--- config.mk ---
export PLATFORM = sky130hd
export DESIGN_NAME = conv_pixel_streamer
export DESIGN_NICKNAME = d
export VERILOG_FILES = /design/src/rtl/conv_pixel_streamer.sv
export SDC_FILE = /design/constraint.sdc
export NUM_CORES = 1
export LEC_CHECK = 0
export BUFFER_PORTS_ARGS = -buffer_cell sky130_fd_sc_hd__clkbuf_2
export CAP_MARGIN = 15
export CORE_MARGIN = 2
export CORE_UTILIZATION = 30
export CTS_CLUSTER_DIAMETER = 150
export DETAILED_ROUTE_END_ITERATION = 12
export SYNTH_ARGS = -nofsm -noshare
export SYNTH_HDL_FRONTEND = slang
export SYNTH_SLANG_ARGS = --single-unit
--- constraint.sdc ---
create_clock -name clk -period 4.7 [get_ports clk]
set_input_delay 0.235 -clock clk [delete_from_list [all_inputs] [get_ports clk]]
set_output_delay 0.235 -clock clk [all_outputs]
set_load 0.005 [all_outputs]
--- src/rtl/conv_pixel_streamer.sv ---
`default_nettype none
// ============================================================================
// Module   : conv_pixel_streamer
// Brief    : Streams one frame from a synchronous frame buffer into the Sobel
//            pixel interface, then appends zero pixels to drain its windows.
// Revision : 1.0 - initial release
// ============================================================================
module conv_pixel_streamer #(
    parameter int ROW_LENGTH = 1280,
    parameter int NUM_ROWS   = 960,
    parameter int ADDR_W     = 21,
    parameter int FLUSH_LEN  = 2*ROW_LENGTH+2
) (
    input  logic              clk,
    input  logic              rst_n,
    input  logic              start,
    input  logic              stall,
    output logic              mem_rd,
    output logic [ADDR_W-1:0] mem_addr,
    input  logic [11:0]       mem_rdata,
    output logic [11:0]       pix_out,
    output logic              pix_read,
    output logic              busy,
    output logic              done
);

    localparam int c_total   = NUM_ROWS * ROW_LENGTH;
    localparam int c_flush_w = ($clog2(FLUSH_LEN) > 0) ? $clog2(FLUSH_LEN) : 1;

    localparam logic [ADDR_W-1:0]    c_last_addr  = ADDR_W'(c_total - 1);
    localparam logic [ADDR_W-1:0]    c_addr_one   = ADDR_W'(1);
    localparam logic [c_flush_w-1:0] c_last_flush = c_flush_w'(FLUSH_LEN - 1);
    localparam logic [c_flush_w-1:0] c_flush_one  = c_flush_w'(1);

    typedef enum logic [1:0] {
        S_IDLE  = 2'd0,
        S_FETCH = 2'd1,
        S_FLUSH = 2'd2,
        S_DONE  = 2'd3
    } state_t;

    state_t               r_state;
    logic [ADDR_W-1:0]    r_addr;
    logic [c_flush_w-1:0] r_flush_cnt;
    logic                 r_rd_q;
    logic                 r_fl_q;
    logic                 r_busy;
    logic                 r_done;

    logic w_issue_rd;
    logic w_issue_fl;

    assign w_issue_rd = (r_state == S_FETCH) && !stall;
    assign w_issue_fl = (r_state == S_FLUSH) && !stall;

    always_ff @(posedge clk or negedge rst_n) begin
        if (!rst_n) begin
            r_state     <= S_IDLE;
            r_addr      <= '0;
            r_flush_cnt <= '0;
            r_rd_q      <= 1'b0;
            r_fl_q      <= 1'b0;
            r_busy      <= 1'b0;
            r_done      <= 1'b0;
        end else begin
            // Issue flags delayed one cycle line up with the memory read latency.
            r_rd_q <= w_issue_rd;
            r_fl_q <= w_issue_fl;
            r_done <= 1'b0;
            case (r_state)
                S_IDLE: begin
                    if (start) begin
                        r_state <= S_FETCH;
                        r_addr  <= '0;
                        r_busy  <= 1'b1;
                    end
                end
                S_FETCH: begin
                    if (!stall) begin
                        // Address parks on the last word so it never leaves the frame.
                        if (r_addr == c_last_addr) begin
                            r_state     <= S_FLUSH;
                            r_flush_cnt <= '0;
                        end else begin
                            r_addr <= r_addr + c_addr_one;
                        end
                    end
                end
                S_FLUSH: begin
                    if (!stall) begin
                        if (r_flush_cnt == c_last_flush) begin
                            r_state <= S_DONE;
                            r_done  <= 1'b1;
                        end else begin
                            r_flush_cnt <= r_flush_cnt + c_flush_one;
                        end
                    end
                end
                S_DONE: begin
                    r_state <= S_IDLE;
                    r_busy  <= 1'b0;
                end
                default: begin
                    r_state <= S_IDLE;
                    r_busy  <= 1'b0;
                end
            endcase
        end
    end

    assign mem_rd   = w_issue_rd;
    assign mem_addr = r_addr;
    assign pix_read = r_rd_q | r_fl_q;
    assign pix_out  = r_rd_q ? mem_rdata : 12'd0;
    assign busy     = r_busy;
    assign done     = r_done;

endmodule
`default_nettype wire

### Word-level counts from Yosys, hierarchy flattened

Index checks and enable logic that the tools add are counted.

| operators by class | value |
|---|---|
| add/sub/neg operators | 2 |
| equality and inequality tests | 12 |
| multiplexer cells | 21 |
| bitwise logic cells | 1 |
| reduce and logical (&&, ||, !) cells | 11 |

Operators by type and width:

| operator | number |
|---|---|
| 2-to-1 mux 21 bit | 3 |
| 2-to-1 mux 12 bit | 5 |
| case mux 21 bit (2 select lines) | 1 |
| case mux 12 bit (2 select lines) | 1 |
| adder 21 x 1 -> 21 bit, second input constant | 1 |
| equality test 21 bit, second input constant | 1 |
| adder 12 x 1 -> 12 bit, second input constant | 1 |
| equality test 12 bit, second input constant | 1 |
| 2-to-1 mux 2 bit | 5 |
| != test 2 bit, second input constant | 5 |
| AND reduction 5 bit | 2 |
| case mux 2 bit (4 select lines) | 1 |
| nonzero test 2 bit | 3 |
| equality test 2 bit, second input constant | 2 |
| 2-to-1 mux 1 bit | 4 |
| != test 2 x 1 -> 1 bit, second input constant | 2 |
| AND reduction 4 bit | 1 |
| equality test 2 x 1 -> 1 bit, second input constant | 1 |
| logical AND 1 bit | 2 |
| zero test 2 bit | 1 |
| case mux 1 bit (2 select lines) | 1 |
| AND reduction 2 bit | 1 |
| zero test 1 bit | 1 |
| bitwise OR 1 bit | 1 |

| storage, ports and cells | value |
|---|---|
| bits in registers | 39 |
| bits of input ports | 16 |
| output and inout port bits | 37 |
| logic and storage cells | 54 |

### Longest topological paths before layout

| depth | value |
|---|---|
| word-level depth | 4 |
| mapped depth | 9 |
| mapped depth without buffers | 8 |

### Worst setup path after synthesis

No wires, ideal clock.

| timing path | value |
|---|---|
| path type | reg2reg |
| start | register r_addr[0] (netlist: mem_addr[0]) |
| end | register r_flush_cnt[9] |
| library setup time | 0.126 ns |
| arrival time | 2.096 ns |
| required time | 4.574 ns |
| slack | 2.478 ns |
| stages on the path, launching flop included | 7 |
| buffers on the path | 0 |
| period minus slack after synthesis | 2.222 ns |
| path through | dfrtp_1 ha_1 nand3_2 nor4_4 a21oi_4 or3b_4 a221o_1 |

| on the way | value |
|---|---|
| cells in the longest elaborated chain, start to end | 3 |

RTL lines:

| what | line | RTL |
|---|---|---|
| from (decl) | 43 | `logic [ADDR_W-1:0] r_addr;` |
| from (signal assigned) | 85 | `r_addr <= r_addr + c_addr_one;` |
| equality test 21 bit | 81 | `if (r_addr == c_last_addr) begin` |
| != test 2 x 1 -> 1 bit (no source line) | n/a |  |
| AND reduction 5 bit (no source line) | n/a |  |
| to (signal assigned) | 95 | `r_flush_cnt <= r_flush_cnt + c_flush_one;` |
| to (decl) | 44 | `logic [c_flush_w-1:0] r_flush_cnt;` |

No other way between the ends.
A chain may end at the register's enable or synchronous reset.

### Worst setup path in the final report

| timing path | value |
|---|---|
| start | register r_state[1] |
| end | register r_addr[17] (netlist: mem_addr[17]) |

| on the way | value |
|---|---|
| cells in the longest elaborated chain, start to end | 3 |
| elaborated cells between the ends (all ways) | 8 |
| those cells by class | 4 x eq/ne; 1 x mux; 3 x reduce/logical |

RTL lines:

| what | line | RTL |
|---|---|---|
| from (decl) | 42 | `state_t r_state;` |
| from (signal assigned) | 58 | `r_state <= S_IDLE;` |
| from (signal assigned) | 73 | `r_state <= S_FETCH;` |
| from (signal assigned) | 82 | `r_state <= S_FLUSH;` |
| equality test 2 x 1 -> 1 bit / zero test 2 bit (equally long branches) | 70 | `case (r_state)` |
| != test 2 bit (no source line) / nonzero test 2 bit (equally long branches) | n/a |  |
| AND reduction 4 bit (no source line) | n/a |  |

Parallel ways exist; a longest one is shown, timed or not.

==> impl_metrics.ini <==
[status]
status = completed

[floorplanning]
die_w_um = 94.4
core_area_um2 = 7810
pin_count = 53
start_util_pct = 31.4
row_count = 32
die_area_um2 = 8910
die_y_um = 94.4

[drt]
via_count = 2247
wl_per_cell_um = 14.0
drc = 0
dr.pass1.iters = 4
routed_wl_um = 6080
via_per_inst = 5.19
drtAntennaViolNets = 0
drt_iter0_drc = 202

[sta]
fmax_ghz = 0.337
finalWorstSetupSlack_ns = 1.74
skew_ns = 0.00755
finalCritPeriodShare_pct = 63.1
slew_violations = 0
period_needed_ns = 2.96
maxSlewHeadroom_pct = 32.2
worst_slew_pin_slew_ns = 1.02
rsz0062_at_grt = false
tns_ns = 0
hold_viol = 0
final-setup-viol-count = 0

[clocking]
postCtsSetupBuffers = 0
clock_sinks = 39
cts_buffer_depth = 2
clk_latency_ns = 0.29
clkSlewWorstSetupHoldPaths_ns = 0.08
hold_buffers = 0
cts_made_buffers = 5
clockRootBuffer = clkbuf_8
cts_tree = yes
post_cts_resized = 0
h-tree-depth = 2

[yosys]
synth-seq-area-share_pct = 39.8
synthCells = 280
synth_nets = 303
yosys.area.top_type = dfrtp_1
synth-seq-cells = 39
syn_area_um2 = 2450
ys_async_sr_fraction_pct = 100
syn_avg_cell_area_um2 = 8.76
synthFlopType = dfrtp_1
synthDistinctLibCells = 56
synth_common_cells = dfrtp_1, o21ai_0, nand2_1, nand3_1, and2_1
synth_edf_count = 0
yosys_warnings = 0
synth_top_area_share_pct = 39.8
synthTopCellsByArea = dfrtp_1, o21ai_0, and2_1, nand2_1, nand3_1
synth_most_common_cell = dfrtp_1

[place]
pre_cts_ws_ns = 1.70
place.gp.congestion = 0.825
io_buffers = 52
dp.cells = 425
dp_hpwl_um = 4330

[pwr]
peakVddDrop_uv = 148
netSwitchingFraction_pct = 40.0
p_leak_nw = 1.27
power_density_nw_per_um2 = 389
switchingPower_mw = 0.450
power_frac_comb_pct = 41.7
pwr-share-seq_pct = 38.7
pwr-share-clk_pct = 19.6
p_int_mw = 0.674

[final_layout]
fin_nets = 353
final_cells = 433
insertedDiodeCount = 0
syn_to_final_growth_pct = 17.9
drive_above_1_share_pct = 24.2
finish.utilization_pct = 37.0

[hold_path]
hp-class = in2async

[global_route]
antenna_found_initial = 0
overflow = 0
grt_pass1_wl_um = 10300
grt_max_degree = 40
grt_pass1_vias = 2114
track_usage_pct = 14.5

[flow_run]
drv_cap = 0

[setup_path]
rr_startpoint = r_state[1]
cp-end-kind = flip-flop
worst_ep_arrival_time_ns = 3.15
worstPathRequired_ns = 4.89
start_kind = flip-flop
startpoint = r_state[1]
cp_max_fo = 22
crit_type = reg2reg
-- power by group through the flow --
stage	sequential, mW	clock (mW)	combinational, mW
floorplan	0.426	0	0.350
global route	0.443	0.247	0.530
detailed placement	0.441	0	0.474
global placement	0.437	0	0.472
CTS	0.434	0.228	0.476
finish	0.434	0.220	0.469
-- cell families after synthesis --
logic type      share of synthesized area [%]
compound gates                           19.9
fa+ha+maj                                3.57
buf+inv                                  3.42
flops                                    39.8
mux                                      2.14
simple gates                             31.2
-- area by class of cell --
cell class / instances / area, µm²
tap: 102 / 128
multi-input combinational: 219 / 1390
fill: 800 / 4920
clock buffer: 7 / 76.3
clock inverter: 1 / 5.00
inverter: 12 / 45.0
timing repair buffer: 53 / 268
sequential: 39 / 976
-- worst max-delay path, stage by stage, from the launching register on --
cell,delay [ns]
dfrtp_1,0.42
inv_1,0.09
ha_1,0.66
clkinv_1,0.50
nand2_1,0.20
a311o_1,0.70
o21ai_0,0.20
o41ai_1,0.09
-- layout by cell type, fill, tap and decap left out, types with 2 or more instances in the layout --
| master | count |
|---|---|
| clkbuf_8 | 5 |
| nand2b_1 | 5 |
| and3_1 | 3 |
| nand4_1 | 8 |
| clkbuf_2 | 52 |
| a21oi_1 | 13 |
| nand3_1 | 18 |
| inv_1 | 11 |
| o21ai_0 | 34 |
| dfrtp_1 | 39 |
| nand2_1 | 27 |
| o21a_1 | 3 |
| mux2i_1 | 3 |
| nor4_1 | 4 |
| nand3b_1 | 4 |
| ha_1 | 7 |
| nor4b_1 | 2 |
| nor2_1 | 14 |
| a221o_1 | 2 |
| and2_1 | 17 |
| or2_2 | 7 |
| or3_1 | 6 |
| nor2b_1 | 3 |
| o31ai_1 | 7 |
| mux2_2 | 2 |
| clkbuf_1 | 2 |
-- state kept, by name, summed over array words and instances (netlist names) --
signal / cells
r_state: 2
busy: 1
r_flush_cnt: 12
mem_addr: 21
r_rd_q: 1
done: 1
r_fl_q: 1
-- metrics by stage --
stage | hold WS, ns | cell area (µm²) | power (mW)
after global placement | 0.457 | 2810 | 0.910
after floorplan | -0.0606 | 2450 | 0.777
final | 0.100 | 2890 | 1.12
after CTS | 0.145 | 2890 | 1.14
after global routing | 0.192 | 2890 | 1.22
after detailed placement | 0.462 | 2810 | 0.915
-- per-layer routing --
| layer | vias to the layer above | track usage [%] | part of all wire, % |
|---|---|---|---|
| met3 | 5 | 2.71 | 5.6 |
| met5 | - | 0 | 0 |
| li1 | 1120 | - | - |
| met2 | 69 | 24.0 | 47 |
| met1 | 1053 | 19.2 | 46 |
| met4 | 0 | 4.95 | 1.3 |
-- path summary, 6_finish.rpt --
path                                  end  slack [ns]  cells after the start
setup / recovery             mem_addr[17]        1.74                      7
hold / removal             r_flush_cnt[1]        0.10                      1
setup reg to reg             mem_addr[17]        1.74                      7
hold reg to reg                      busy        0.53                      2
max in group asynchronous          r_fl_q        3.96                      1
min in group clk                   r_fl_q        0.20                      2
(Power assumes the default switching activity.)
